File: src/rtl/seg_display_scheduler.sv
// seg_display_scheduler: round-robin display lease plus blanked digit scan.
// Optional macro SEG_DIM_EN adds a 4-bit duty input for SHOW-phase dimming.
module seg_display_scheduler #(
   parameter int NUM_DIGITS   = 8,
   parameter int SCAN_DIV     = 10000,
   parameter int BLANK_CYCLES = 100,
   parameter int HOLD_CYCLES  = 5_000_000
) (
   input  logic                    clk,
   input  logic                    rst,
   input  logic [2:0]              req,
   input  logic [4*NUM_DIGITS-1:0] data0,
   input  logic [4*NUM_DIGITS-1:0] data1,
   input  logic [4*NUM_DIGITS-1:0] data2,
   input  logic [NUM_DIGITS-1:0]   mask0,
   input  logic [NUM_DIGITS-1:0]   mask1,
   input  logic [NUM_DIGITS-1:0]   mask2,
`ifdef SEG_DIM_EN
   input  logic [3:0]              duty,
`endif
   output logic [2:0]              grant,
   output logic [6:0]              seg,
   output logic [NUM_DIGITS-1:0]   digit_sel,
   output logic                    frame_done
);
   localparam int IW = (NUM_DIGITS > 1) ? $clog2(NUM_DIGITS) : 1;
   localparam logic [31:0] SHOW_LAST  = 32'(SCAN_DIV - 1);
   localparam logic [31:0] BLANK_LAST = 32'(BLANK_CYCLES - 1);
   localparam logic [31:0] HOLD       = 32'(HOLD_CYCLES);
   localparam logic [IW-1:0] LAST_IDX = IW'(NUM_DIGITS - 1);

   typedef enum logic {SHOW, BLANK} state_t;

   function automatic logic [1:0] wrap3(input logic [1:0] v);
      return (v == 2'd2) ? 2'd0 : v + 2'd1;
   endfunction

   // {found, index} of the first set bit searching cyclically from start
   function automatic logic [2:0] rr_pick(input logic [2:0] r,
                                          input logic [1:0] start);
      logic [1:0] i;
      rr_pick = 3'b000;
      i = start;
      for (int k = 0; k < 3; k++) begin
         if (!rr_pick[2] && r[i]) rr_pick = {1'b1, i};
         i = wrap3(i);
      end
   endfunction

   function automatic logic [6:0] dec(input logic [3:0] c);
      case (c)
         4'h0: dec = 7'h3F;
         4'h1: dec = 7'h06;
         4'h2: dec = 7'h5B;
         4'h3: dec = 7'h4F;
         4'h4: dec = 7'h66;
         4'h5: dec = 7'h6D;
         4'h6: dec = 7'h7D;
         4'h7: dec = 7'h07;
         4'h8: dec = 7'h7F;
         4'h9: dec = 7'h6F;
         4'hA: dec = 7'h40;
         default: dec = 7'h00;
      endcase
   endfunction

   logic [1:0]  ptr;
   logic [31:0] hold;
   logic [31:0] hold_inc;
   logic [1:0]  owner;
   logic [1:0]  first_idx;
   logic [1:0]  next_idx;
   logic        first_ok;
   logic        next_ok;

   always_comb begin
      owner = 2'd0;
      unique case (1'b1)
         grant[1]: owner = 2'd1;
         grant[2]: owner = 2'd2;
         default:  owner = 2'd0;
      endcase
   end

   assign {first_ok, first_idx} = rr_pick(req, ptr);
   assign {next_ok, next_idx}   = rr_pick(req & ~grant, wrap3(owner));
   assign hold_inc = (hold >= HOLD) ? HOLD : hold + 32'd1;

   always_ff @(posedge clk or posedge rst) begin
      if (rst) begin
         grant <= 3'b000;
         ptr   <= 2'd0;
         hold  <= '0;
      end else if (grant == 3'b000) begin
         hold <= '0;
         if (first_ok) begin
            grant <= 3'b001 << first_idx;
            ptr   <= wrap3(first_idx);
         end
      end else if ((req & grant) == 3'b000) begin
         grant <= 3'b000;
         hold  <= '0;
      end else if (hold_inc == HOLD && next_ok) begin
         grant <= 3'b001 << next_idx;
         ptr   <= wrap3(next_idx);
         hold  <= '0;
      end else begin
         hold <= hold_inc;
      end
   end

   state_t        st, st_n;
   logic [31:0]   cnt, cnt_n;
   logic [IW-1:0] idx, idx_n;
   logic          entry;
   logic          lit_n;
   logic          bit_on;
   logic [3:0]    code;
   logic [6:0]    cur;
   logic [6:0]    shown;

   always_comb begin
      st_n  = st;
      cnt_n = cnt + 32'd1;
      idx_n = idx;
      entry = 1'b0;
      if (st == SHOW && cnt == SHOW_LAST) begin
         st_n  = BLANK;
         cnt_n = '0;
      end else if (st == BLANK && cnt == BLANK_LAST) begin
         st_n  = SHOW;
         cnt_n = '0;
         entry = 1'b1;
         idx_n = (idx == LAST_IDX) ? '0 : idx + IW'(1);
      end
   end

   // owner and digit code are latched at SHOW entry from the current grant
   always_comb begin
      code   = 4'hF;
      bit_on = 1'b0;
      unique case (1'b1)
         grant[0]: begin
            code   = data0[4*idx_n +: 4];
            bit_on = mask0[idx_n];
         end
         grant[1]: begin
            code   = data1[4*idx_n +: 4];
            bit_on = mask1[idx_n];
         end
         grant[2]: begin
            code   = data2[4*idx_n +: 4];
            bit_on = mask2[idx_n];
         end
         default: ;
      endcase
   end

   assign shown = entry ? (bit_on ? dec(code) : 7'h00) : cur;

`ifdef SEG_DIM_EN
   logic [35:0] lim;
   assign lim   = (36'(SCAN_DIV) * {32'd0, duty}) >> 4;
   assign lit_n = {4'd0, cnt_n} < lim;
`else
   assign lit_n = 1'b1;
`endif

   always_ff @(posedge clk or posedge rst) begin
      if (rst) begin
         st         <= BLANK;
         cnt        <= '0;
         idx        <= LAST_IDX;
         cur        <= 7'h00;
         seg        <= 7'h00;
         digit_sel  <= '0;
         frame_done <= 1'b0;
      end else begin
         st         <= st_n;
         cnt        <= cnt_n;
         idx        <= idx_n;
         cur        <= shown;
         frame_done <= st_n == BLANK && cnt_n == BLANK_LAST &&
                       idx_n == LAST_IDX;
         if (st_n == SHOW && lit_n) begin
            seg       <= shown;
            digit_sel <= NUM_DIGITS'(1) << idx_n;
         end else begin
            seg       <= 7'h00;
            digit_sel <= '0;
         end
      end
   end

endmodule
File: config.mk
export PLATFORM = sky130hd
export DESIGN_NAME = seg_display_scheduler
export DESIGN_NICKNAME = d
export VERILOG_FILES = /design/src/rtl/seg_display_scheduler.sv
export SDC_FILE = /design/constraint.sdc
export NUM_CORES = 1
export LEC_CHECK = 0
export BUFFER_PORTS_ARGS = -buffer_cell sky130_fd_sc_hd__buf_2
export CAP_MARGIN = 5
export CORE_UTILIZATION = 51
export CTS_CLUSTER_DIAMETER = 200
export DETAILED_ROUTE_END_ITERATION = 12
export PLACE_DENSITY = 0.8
export SETUP_SLACK_MARGIN = 0.2
export SLEW_MARGIN = 20
export SYNTH_ARGS = -nofsm -noshare
export SYNTH_HDL_FRONTEND = slang
export SYNTH_SLANG_ARGS = --single-unit
export TNS_END_PERCENT = 50
File: constraint.sdc
create_clock -name clk -period 3.3 [get_ports clk]
set_input_delay 0.33 -clock clk [delete_from_list [all_inputs] [get_ports clk]]
set_output_delay 0.33 -clock clk [all_outputs]
set_load 0.05 [all_outputs]
Word level (Yosys, flattened, before mapping)

Memory sizes are Yosys's and may differ from the RTL's.
Cells that the tools add are included.
Widths: inputs -> output; s select.

Shift operators: 6
Reduce and logical (&&, ||, !) cells: 19
Add/sub/neg operators: 10
Muxes and demuxes: 59
Magnitude comparators: 8
Equality and inequality tests: 15
Bitwise logic cells: 4

Operators with widths:

| operator              | count |
|---|---|
| $mux 32               | 6 |
| $shiftx 32x6->4       | 3 |
| $add 32x1->32 const B | 2 |
| $eq 32x7->1 const B   | 2 |
| $mux 3                | 13 |
| $eq 32x14->1 const B  | 1 |
| $eq 32x23->1 const B  | 1 |
| $ge 32x23->1 const B  | 1 |
| $mux 2                | 11 |
| $mux 7                | 3 |
| $lt 2x3->1 const B    | 6 |
| $add 2x1->2 const B   | 7 |
| $eq 2x2->1 const B    | 7 |
| $mux 1                | 13 |
| $bmux 1 s2            | 6 |
| $pmux 4 s3            | 1 |
| $bmux 1 s3            | 3 |
| $logic_and 1x1->1     | 9 |
| $mux 8                | 1 |
| $shl 1x3->8 const A   | 1 |
| $and 3x3->3           | 2 |
| $eq 3x3->1 const B    | 2 |
| $logic_not 3->1       | 2 |
| $shl 1x2->3 const A   | 2 |
| other kinds (12)      | 16 |

Bits in read-only memories: 112
Register bits: 96
Logic and storage cells: 132
Memories: 1

Memories:

| memory           | words | width | read ports | clocked after memory_dff | wr ports | line | source |
|---|---|---|---|---|---|---|---|
| (name not given) | 16    | 7     | 1          | 0                        | 0        | 51   | `case (c)` |

Longest topological paths before layout

Depth after elaboration: 17
Depth in mapped cells: 17

Least setup slack after synthesis

OpenSTA, ideal clock, no wires.

Path type: register to register
Start: register grant[1]
End: register seg[4]
Arrival: 3389 ps
Slack: -221 ps
Cell stages (with the launch flop): 16
Clock period less this slack: 3521 ps
Required time: 3168 ps
Cells stage by stage: dfrtp_1 > clkbuf_1 > clkbuf_8 > clkbuf_1 > clkbuf_1 > buf_1 > a22o_1 > a21oi_1 > a211oi_1 > nor4_1 > and2_1 > ha_1 > and2_0 > a211oi_1 > o31ai_2 > nor2b_1

Cells in the longest elaborated chain, start to end: 5

Ends and longest elaborated chain:

| element                 | line | source |
|---|---|---|
| start, declared         | 21   | `output logic [2:0] grant,` |
| start signal, assigned  | 97   | `grant <= 3'b001 << first_idx;` |
| start signal, assigned  | 104  | `grant <= 3'b001 << next_idx;` |
| $pmux 4 s3              | 142  | `unique case (1'b1)` |
| $mem_v2 16x7            | -    |  |
| $mux 7 (*) (2 in a row) | 159  | `assign shown = entry ? (bit_on ? dec(code) : 7'h00) : cur;` |
| net shown[4]            | 120  | `logic [6:0] shown;` |
| $mux 7 (*)              | 185  | `if (st_n == SHOW && lit_n) begin` |
| end signal, assigned    | 186  | `seg <= shown;` |
| end, declared           | 22   | `output logic [6:0] seg,` |

Mark *: on every way through the listed nets, which the timed path passes. The rest lies on a longest branch.
A chain may end at the register's enable or synchronous reset.

Worst setup path after layout

Start: register cnt[2]
End: register seg[4]

Cells in the longest elaborated chain, start to end: 10

Ends and longest elaborated chain:

| element                                       | line | source |
|---|---|---|
| start, declared                               | 113  | `logic [31:0] cnt, cnt_n;` |
| start signal, assigned                        | 180  | `cnt <= cnt_n;` |
| $eq 32x7->1                                   | 130  | `end else if (st == BLANK && cnt == BLANK_LAST) begin` |
| $logic_and 1x1->1                             | 130  |  |
| $mux 3                                        | 130  |  |
| $mux 3                                        | 127  | `if (st == SHOW && cnt == SHOW_LAST) begin` |
| $shiftx 32x6->4, or another cell as far along | 152  | `code = data2[4*idx_n +: 4];` |
| $pmux 4 s3, or another cell as far along      | 142  |  |
| $mem_v2 16x7 or $pmux 1 s3 (tied branches)    | -    |  |
| $mux 7                                        | 159  |  |
| $mux 7 (*)                                    | 159  |  |
| net shown[4]                                  | 120  |  |
| $mux 7 (*)                                    | 185  |  |

Mark *: on every way through the listed nets, which the timed path passes. The rest lies on a longest branch. The select of a mux whose other input is x is not followed.

==> results.py <==
metrics = {
    "finish": {
        "n_antenna_cell": 0,
        "final_area_um2": 9150,
        "nets": 1153,
        "mostFrequentLayoutCell": "buf_2",
        "area_growth_pct": 34.3,
        "final_layout_size_suffix_gt1_share_pct": 37.9,
        "mostFrequentLayoutCells": "buf_2, buf_4, dfrtp_1",
    },
    "floorplanning": {
        "start_util_pct": 53.2,
        "rows": 41,
        "pin_count": 144,
        "dieWidth_um": 118,
        "die_y_um": 118,
        "dieArea_um2": 13800,
        "coreArea_um2": 12800,
    },
    "drt": {
        "dr_total_vias": 7206,
        "post_drt_via_cell_ratio": 6.03,
        "postRouteAntennaNets": 0,
        "routed_wl_mm": 21.5,
        "drc": 0,
        "drtIter0Drc": 582,
        "drtPass1Iterations": 6,
        "drt-wirelength-per-cell_um": 18.0,
    },
    "place": {
        "dpl.hpwl_mm": 15.9,
        "placed_area_um2": 8440,
        "port_buffers": 143,
        "place_congestion": 0.971,
    },
    "synth": {
        "synth_async_sr_flop_share_pct": 100,
        "synth.ff_latch_count": 96,
        "synth_top_flop_cell": "dfrtp_1",
        "synth_largest_area_cell": "dfrtp_1",
        "synth_edf_count": 0,
        "synth_area_leaders": "dfrtp_1, nor2_1, nand2_1",
        "netlist.area_leader.share_pct": 33.8,
        "synth.distinct_cells": 96,
        "syn_area_per_cell_um2": 8.85,
        "synth_area_um2": 6820,
        "ys.warnings.count": 0,
        "syn_inst": 770,
        "yosysSeqAreaShare_pct": 35.3,
    },
    "worst_setup_path": {
        "r2r_slack_ns": -0.18,
        "crit_type": "reg2reg",
        "worstPathMaxFanout": 3,
        "arrival_ns": 3.72,
        "rr_worst_depth": 15,
        "cp-start-kind": "flip-flop",
        "crit_required_ns": 3.54,
        "crit_path_end_kind": "flip-flop",
    },
    "global_routing": {
        "grt_start_max_net_pins": 52,
        "top_usage_layer": "met2",
        "grt-ovfl-total": 0,
        "antenna_found_initial": 0,
        "grtUsageMet3_pct": 5.09,
        "grt_use_total_pct": 30.2,
        "use_met1_pct": 37.3,
        "grt_use_met2_pct": 50.2,
        "grt_pass1_vias": 6934,
        "grt_first_pass_wirelength_mm": 33.6,
    },
    "cts": {
        "cts_hold_buffers": 0,
        "numCtsBuffers": 9,
        "cts_root_buf": "clkbuf_16",
        "cts.path.max_buffers": 2,
        "clock_sinks": 96,
        "h-tree-depth": 3,
        "cts_tree": "yes",
        "path_clk_slew_ns": 0.08,
        "clock_latency_ns": 0.36,
    },
    "sta": {
        "fin_tns_setup_ns": -1.18,
        "post-route-min-period_ns": 3.48,
        "slew_headroom_pct": 44.9,
        "clock_skew_ns": 0.0117,
        "rsz0062_at_grt": "yes",
        "worst_hold_slack_ns": 0.106,
        "worstMarginPinSlew_ns": 0.825,
        "max_freq_ghz": 0.287,
        "setup-violations-final": 14,
        "min_period_over_period_pct": 105,
        "hold_viol": 0,
        "setup_slack_ns": -0.178,
        "maxSlewViolCount": 0,
    },
    "power_and_ir_drop": {
        "peakVddDrop_uv": 487,
        "power_density_nw_per_um2": 476,
        "leakagePower_nw": 4.14,
    },
    "run": {
        "cap_violations": 0,
    },
    "status": {
        "outcome": "finished with violations",
        "violations": "setup timing",
    },
    "worst_hold_path": {
        "hp-class": "in2async",
    },
}
==> layout make-up <==
cell class / count / area, µm²
clock inverter: 7 / 85.1
multi-input combinational: 619 / 4410
timing repair buffer: 275 / 1740
clock buffer: 9 / 225
inverter: 17 / 68.8
sequential: 96 / 2410
fill: 970 / 3670
tap: 172 / 215
==> what timing repair did <==
item / CTS / global route
pin swaps: 16 / 22
endpoints found under the setup margin: 14 / 37
resized for setup: 19 / 33
setup buffers: 6 / 11
gates cloned: 0 / 0
==> critical path, stage by stage, from the launching register on <==
cell      delay (ns)
dfrtp_1         0.42
nor4b_4         0.34
nand4_1         0.25
nor4_4          0.41
buf_4           0.20
mux2i_1         0.18
nor2_1          0.05
or3_4           0.36
a31oi_4         0.20
or2_4           0.19
inv_4           0.05
ha_4            0.15
and2_4          0.16
a211oi_4        0.19
o31ai_4         0.09
nor2b_1         0.13
==> path summary, 6_finish.rpt <==
check | from | to
worst min-delay path | rst | cnt[18]$_DFF_PP0_
worst max-delay path | cnt[2]$_DFF_PP0_ | seg[4]$_DFF_PP0_
worst min register to register | cur[2]$_DFF_PP0_ | cur[2]$_DFF_PP0_
max in group asynchronous | rst | st$_DFF_PP1_
min in group clk | cur[2]$_DFF_PP0_ | cur[2]$_DFF_PP0_
worst max register to register | cnt[2]$_DFF_PP0_ | seg[4]$_DFF_PP0_
==> cells by family after synthesis <==
logic type / after synthesis / share of synthesized area, %
other: 1 / 0.0550
multiplexers: 23 / 3.43
AO/OA/AOI/OAI: 201 / 21.3
adder cells (fa/ha/maj): 10 / 1.84
AND/OR/NAND/NOR: 324 / 26.2
buffers and inverters: 63 / 5.19
XOR/XNOR: 52 / 6.68
flip-flops: 96 / 35.3
==> registers in the layout (all words and copies together), names as in the netlist <==
register,count
cnt,32
cur,7
digit_sel,8
frame_done,1
grant,3
hold,32
idx,3
ptr,2
seg,7
st,1
==> per-stage QoR <==
| stage | cells | setup WS, ns | utilization, % | power (mW) |
|---|---|---|---|---|
| global route | 1195 | -0.270 | 71.4 | 4.58 |
| global placement | 1162 | -0.0150 | 65.8 | 2.97 |
| floorplan | 778 | 0.00752 | - | 2.55 |
| CTS | 1184 | -0.00407 | 69.4 | 4.13 |
| detailed placement | 1162 | -0.116 | 65.8 | 3.01 |
| finish | 1195 | -0.178 | 71.4 | 4.36 |
==> cell usage after synthesis, types with 4 or more instances <==
master,number
nor2b_1,11
clkbuf_8,9
xnor2_1,28
dfrtp_1,92
and2_1,10
inv_1,16
a31oi_1,10
buf_2,9
a21oi_1,51
a22oi_1,10
nor3_1,15
dfstp_2,4
xor2_1,24
or2_2,5
or3_1,5
and4_1,4
a22o_1,28
nand4_1,18
a211oi_1,12
o211ai_1,11
o22ai_1,6
nand3b_1,4
and3_1,16
nor4_4,4
mux2i_1,20
o21ai_1,4
nor2_1,82
clkbuf_1,23
o221ai_1,4
nand2_1,70
nand2b_1,5
nor4_1,18
nand3_1,26
ha_1,10
o21ai_0,18
==> power by group <==
| group | total (mW) | internal, mW | switching [mW] |
|---|---|---|---|
| logic | 1.95 | 0.858 | 1.09 |
| clock network | 1.09 | 0.603 | 0.491 |
| registers | 1.32 | 1.23 | 0.0885 |
==> per-layer routing <==
metal / share of wire (%) / wire length (µm)
met1: 40 / 8510
met2: 48 / 10400
met3: 7.3 / 1580
met4: 4.8 / 1040
met5: 0 / 0
(Power assumes the default switching activity.)
